<file path="src/rtl/trap_ctrl.sv">
// rtl/trap_ctrl.sv - trap/mret sequencer between commit and the M-mode CSR file
// Accepts exception/mret/timer irq, drains memory, strobes the CSR file, then redirects fetch.
module trap_ctrl #(
  parameter int DRAIN_TIMEOUT = 15,
  parameter bit VECTORED_EN   = 1'b1
) (
  input  logic        clk,
  input  logic        rst,
  input  logic        exc_valid,
  input  logic [4:0]  exc_cause,
  input  logic [31:0] exc_pc,
  input  logic [31:0] exc_tval,
  input  logic        mret_req,
  input  logic        commit_valid,
  input  logic [31:0] commit_pc,
  input  logic        irq_timer,
  input  logic        mie_mtie,
  input  logic        mstatus_mie,
  input  logic [1:0]  priv_mode,
  input  logic [31:0] mtvec,
  input  logic [31:0] mepc,
  input  logic        mem_busy,
  output logic        trap_enter,
  output logic [31:0] trap_cause,
  output logic [31:0] trap_pc,
  output logic [31:0] trap_val,
  output logic        mret_exec,
  output logic        stall,
  output logic        flush,
  output logic        redirect_valid,
  output logic [31:0] redirect_pc,
  output logic        drain_timeout
);

  typedef enum logic [1:0] {IDLE, DRAIN, COMMIT, REDIRECT} state_t;
  localparam int CW = $clog2(DRAIN_TIMEOUT + 1);

  state_t         state, state_nxt;
  logic [CW-1:0]  cnt;
  logic           is_mret, is_irq, timeout_q;
  logic [31:0]    cause_q, pc_q, val_q;
  logic           irq_take, accept, timeout_hit;
  logic [31:0]    base;

  assign irq_take    = irq_timer & mie_mtie & (mstatus_mie | (priv_mode != 2'd3)) & commit_valid;
  assign accept      = (state == IDLE) & ~rst & (exc_valid | mret_req | irq_take);
  // Last busy DRAIN cycle before giving up: the counter would reach the limit here.
  assign timeout_hit = (state == DRAIN) & mem_busy & (cnt == CW'(DRAIN_TIMEOUT - 1));
  assign base        = {mtvec[31:2], 2'b00};

  always_ff @(posedge clk) begin
    if (rst) begin
      state     <= IDLE;
      cnt       <= '0;
      is_mret   <= 1'b0;
      is_irq    <= 1'b0;
      timeout_q <= 1'b0;
      cause_q   <= '0;
      pc_q      <= '0;
      val_q     <= '0;
    end else begin
      state     <= state_nxt;
      timeout_q <= timeout_hit;
      if (accept) begin
        cnt <= '0;
        if (exc_valid) begin
          is_mret <= 1'b0;
          is_irq  <= 1'b0;
          cause_q <= {27'b0, exc_cause};
          pc_q    <= exc_pc;
          val_q   <= exc_tval;
        end else if (mret_req) begin
          is_mret <= 1'b1;
          is_irq  <= 1'b0;
        end else begin
          is_mret <= 1'b0;
          is_irq  <= 1'b1;
          cause_q <= 32'h8000_0007;
          pc_q    <= commit_pc;
          val_q   <= '0;
        end
      end else if (state == DRAIN && mem_busy) begin
        cnt <= cnt + 1'b1;
      end
    end
  end

  always_comb begin
    state_nxt = state;
    case (state)
      IDLE:     if (accept) state_nxt = DRAIN;
      DRAIN:    if (!mem_busy || timeout_hit) state_nxt = COMMIT;
      COMMIT:   state_nxt = REDIRECT;
      REDIRECT: state_nxt = IDLE;
      default:  state_nxt = IDLE;
    endcase
  end

  always_comb begin
    stall          = accept | (state != IDLE);
    flush          = accept;
    trap_enter     = (state == COMMIT) & ~is_mret;
    mret_exec      = (state == COMMIT) & is_mret;
    redirect_valid = (state == REDIRECT);
    drain_timeout  = timeout_q;
    redirect_pc    = '0;
    if (state == REDIRECT) begin
      if (is_mret)
        redirect_pc = mepc;
      else if (is_irq && VECTORED_EN && mtvec[1:0] == 2'b01)
        redirect_pc = base + {25'b0, cause_q[4:0], 2'b00};
      else
        redirect_pc = base;
    end
  end

  assign trap_cause = cause_q;
  assign trap_pc    = pc_q;
  assign trap_val   = val_q;

endmodule

</file>
<file path="config.mk">
export PLATFORM = sky130hd
export DESIGN_NAME = trap_ctrl
export DESIGN_NICKNAME = d
export VERILOG_FILES = /design/src/rtl/trap_ctrl.sv
export SDC_FILE = /design/constraint.sdc
export NUM_CORES = 1
export LEC_CHECK = 0
export ABC_AREA = 1
export ABC_CLOCK_PERIOD_IN_PS = 3200
export BUFFER_PORTS_ARGS = -buffer_cell sky130_fd_sc_hd__buf_4
export CAP_MARGIN = 10
export CORE_MARGIN = 2
export CORE_UTILIZATION = 30
export CTS_CLUSTER_SIZE = 24
export DETAILED_ROUTE_END_ITERATION = 7
export GPL_TIMING_DRIVEN = 0
export PLACE_DENSITY = 0.61
export SLEW_MARGIN = 10
export SYNTH_ARGS = -nofsm -noshare
export SYNTH_HDL_FRONTEND = slang
export SYNTH_SLANG_ARGS = --single-unit
</file>
<file path="constraint.sdc">
create_clock -name clk -period 3.2 [get_ports clk]
set_clock_uncertainty 0.2 [all_clocks]
set_input_delay 0 -clock clk [delete_from_list [all_inputs] [get_ports clk]]
set_output_delay 0 -clock clk [all_outputs]
set_load 0.03 [all_outputs]
</file>
==> results.sh <==
export IMPL_fin_setup_tns_ns=0
export IMPL_worstSetupPathType="register to output pin"
export IMPL_h_tree_depth=3
export IMPL_yosysWarningCount=0
export IMPL_syn_area_um2=4860
export IMPL_vias=6320
export IMPL_final_cell_mix="310 x buf_4, 154 x nor2_1, 133 x nand2_1"
export IMPL_synthTopCellsByArea="dfxtp_1 33%, nor2_1 12%, nand2_1 10%"
export IMPL_rsz0062_at_grt="false"
export IMPL_clk_path_buf_depth=2
export IMPL_max_stage_delay_ns=0.52
export IMPL_cts_buffers=9
export IMPL_drt_vias_per_instance=4.62
export IMPL_finalCritPeriodShare=0.906
export IMPL_p_sw_frac=0.384
export IMPL_num_io_pins=310
export IMPL_grt_pass1_wl_um=31300
export IMPL_synth_area_per_cell_um2=6.82
export IMPL_power_frac_comb=0.454
export IMPL_row_count=46
export IMPL_detail_route_antenna_nets=0
export IMPL_power_density_nw_per_um2=468
export IMPL_layout_setup_ws_ns=0.300
export IMPL_cp_cell_sequence="ha_1 > inv_1 > nor2_2 > clkbuf_1 > nand2_1 > o21ai_0 > buf_4"
export IMPL_insertion_delay_ns=0.33
export IMPL_tightestPinTransition_ns=0.597
export IMPL_cp_start_kind="register"
export IMPL_clock_root_buffer="clkbuf_16"
export IMPL_ir_drop_mv=0.296
export IMPL_fin_crit_ns=2.90
export IMPL_crit_arrival_ns=2.70
export IMPL_cap_viol_max_count=0
export IMPL_hold_violations=0
export IMPL_synth_top_area_share=0.326
export IMPL_initial_core_util=0.307
export IMPL_clock_sinks=79
export IMPL_yosysSeqAreaShare=0.326
export IMPL_ys_seq_elements=79
export IMPL_mostFrequentLayoutCell="buf_4"
export IMPL_synth_ff_type="dfxtp_1"
export IMPL_cts_tree="built"
export IMPL_yosys_cell_types_count=35
export IMPL_synth_enable_flop_cells=0
export IMPL_place_gp_congestion=0.915
export IMPL_power_internal_mw=2.54
export IMPL_slowest_stage="clkbuf_1"
export IMPL_chipWidth_um=131
export IMPL_initialDrtViolationCount=260
export IMPL_clk_pin_slew_worst_paths_ns=0.05
export IMPL_pwr_share_seq=0.303
export IMPL_slew_headroom=0.602
export IMPL_cp_required_ns=3.00
export IMPL_status="completed"
export IMPL_drive_above_1_share=0.305
export IMPL_grt_pass1_vias=6204
export IMPL_end_kind="output pin"
export IMPL_wl_um=20100
export IMPL_dp_slack_ns=0.630
export IMPL_diodes=0
export IMPL_coreArea_um2=15800
export IMPL_netlist_instances=712
export IMPL_drt_pre_antenna_iters=4
export IMPL_max_freq_ghz=0.345
export IMPL_fin_nets=1336
export IMPL_post_cts_resized=0
export IMPL_areaGrowthSynthToFinish_pct=81.2
export IMPL_grt_max_degree=14
export IMPL_finalSetupViolCount=0
export IMPL_grt_overflow=0
export IMPL_hold_path_class="primary input to register"
export IMPL_netSwitchingPower_mw=1.58
export IMPL_track_usage=0.225
export IMPL_antenna_found_initial=0
export IMPL_async_flop_share=0
export IMPL_dp_hpwl_um=15600
export IMPL_drc=0
export IMPL_leakage_nw=4.43
export IMPL_power_frac_clock=0.243
export IMPL_wire_per_inst_um=14.7
export IMPL_io_buffers=281
export IMPL_die_h_um=131
export IMPL_slew_violations=0
export IMPL_yosysTopAreaCell="dfxtp_1"
export IMPL_worstPathMaxFanout=10
export IMPL_die_area_um2=17200
[flip-flops by register name, indices dropped and copies added, names as in the netlist]
| signal | count |
|---|---|
| trap_cause | 6 |
| cnt | 4 |
| state | 2 |
| trap_val | 32 |
| is_mret | 1 |
| trap_pc | 32 |
| drain_timeout | 1 |
| is_irq | 1 |
[synthesized netlist by cell type, types with 4 or more instances]
| cell | n |
|---|---|
| a21oi_1 | 15 |
| a22oi_1 | 35 |
| buf_2 | 6 |
| buf_4 | 29 |
| buf_6 | 5 |
| clkbuf_1 | 19 |
| dfxtp_1 | 79 |
| ha_1 | 12 |
| inv_1 | 50 |
| inv_2 | 4 |
| nand2_1 | 133 |
| nand3_1 | 30 |
| nand4_1 | 12 |
| nor2_1 | 154 |
| nor3_1 | 6 |
| o211a_1 | 32 |
| o21ai_0 | 56 |
| o21ai_1 | 6 |
| o21bai_1 | 4 |
| xor2_1 | 7 |
[power by group through the flow]
stage	logic, mW	clock network [mW]	registers [mW]
after floorplan	0.766	0	1.51
after global placement	1.71	0	1.26
after detailed placement	1.71	0	1.26
after CTS	1.87	1.02	1.25
after global routing	2.01	1.06	1.27
final	1.87	0.999	1.25
[stage by stage]
step	hold slack, ns	instance area [µm²]	util	total power, mW	instances
after floorplan	-0.0651	4950	-	2.27	737
after global placement	0.0269	7330	0.463	2.97	1234
after detailed placement	0.0307	7330	0.463	2.97	1234
after CTS	0.0775	8800	0.556	4.14	1367
after global routing	0.129	8800	0.556	4.34	1367
final	0.0755	8800	0.556	4.11	1367
[path summary, 6_finish.rpt]
check	start	to	slack, ns	cells after the start
worst min register to register	trap_cause[31]	trap_cause[31]	0.29	2
worst max-delay path	state[0]	redirect_pc[24]	0.30	7
worst max register to register	state[0]	trap_pc[29]	0.55	12
worst min-delay path	mie_mtie	is_mret	0.08	5
[critical path, delay by kind of cell (launching register included)]
| family | cells | cell delay (ns) |
|---|---|---|
| buffers and inverters | 3 | 0.86 |
| and+or+nand+nor | 2 | 0.48 |
| adders and majority gates | 1 | 0.44 |
| DFF | 1 | 0.39 |
| AOI/OAI and AO/OA | 1 | 0.18 |
[logic make-up (layout without fill, tap and decap cells)]
kind of cell / count (synthesis) / after routing / share of synthesized area
fa+ha+maj: 13 / 13 / 0.0350
simple gates: 345 / 345 / 0.291
flops: 79 / 79 / 0.326
compound gates: 152 / 152 / 0.213
buf+inv: 114 / 528 / 0.120
xor+xnor: 8 / 8 / 0.0144
other cells: 1 / 26 / 0.000772
[routing by layer]
layer	vias up	GRT usage	wire, µm
met3	35	0.0552	1620
li1	3180	-	-
met4	0	0.0839	530
met2	268	0.419	10300
met5	-	0	0
met1	2837	0.247	7700
[area by class of cell]
cell class | instances | area [µm²]
fill | 1495 | 7030
inverter | 54 | 203
buffer | 60 | 380
tap | 216 | 270
timing repair buffer | 399 | 3290
sequential | 79 | 1580
multi-input combinational | 544 | 2790
clock inverter | 6 | 62.6
clock buffer | 9 | 225
[repair_timing]
item,CTS,global route
hold buffers,118,0
buffers inserted,0,0
hold endpoints to repair,77,0
Power figures use the tool's default switching activity.
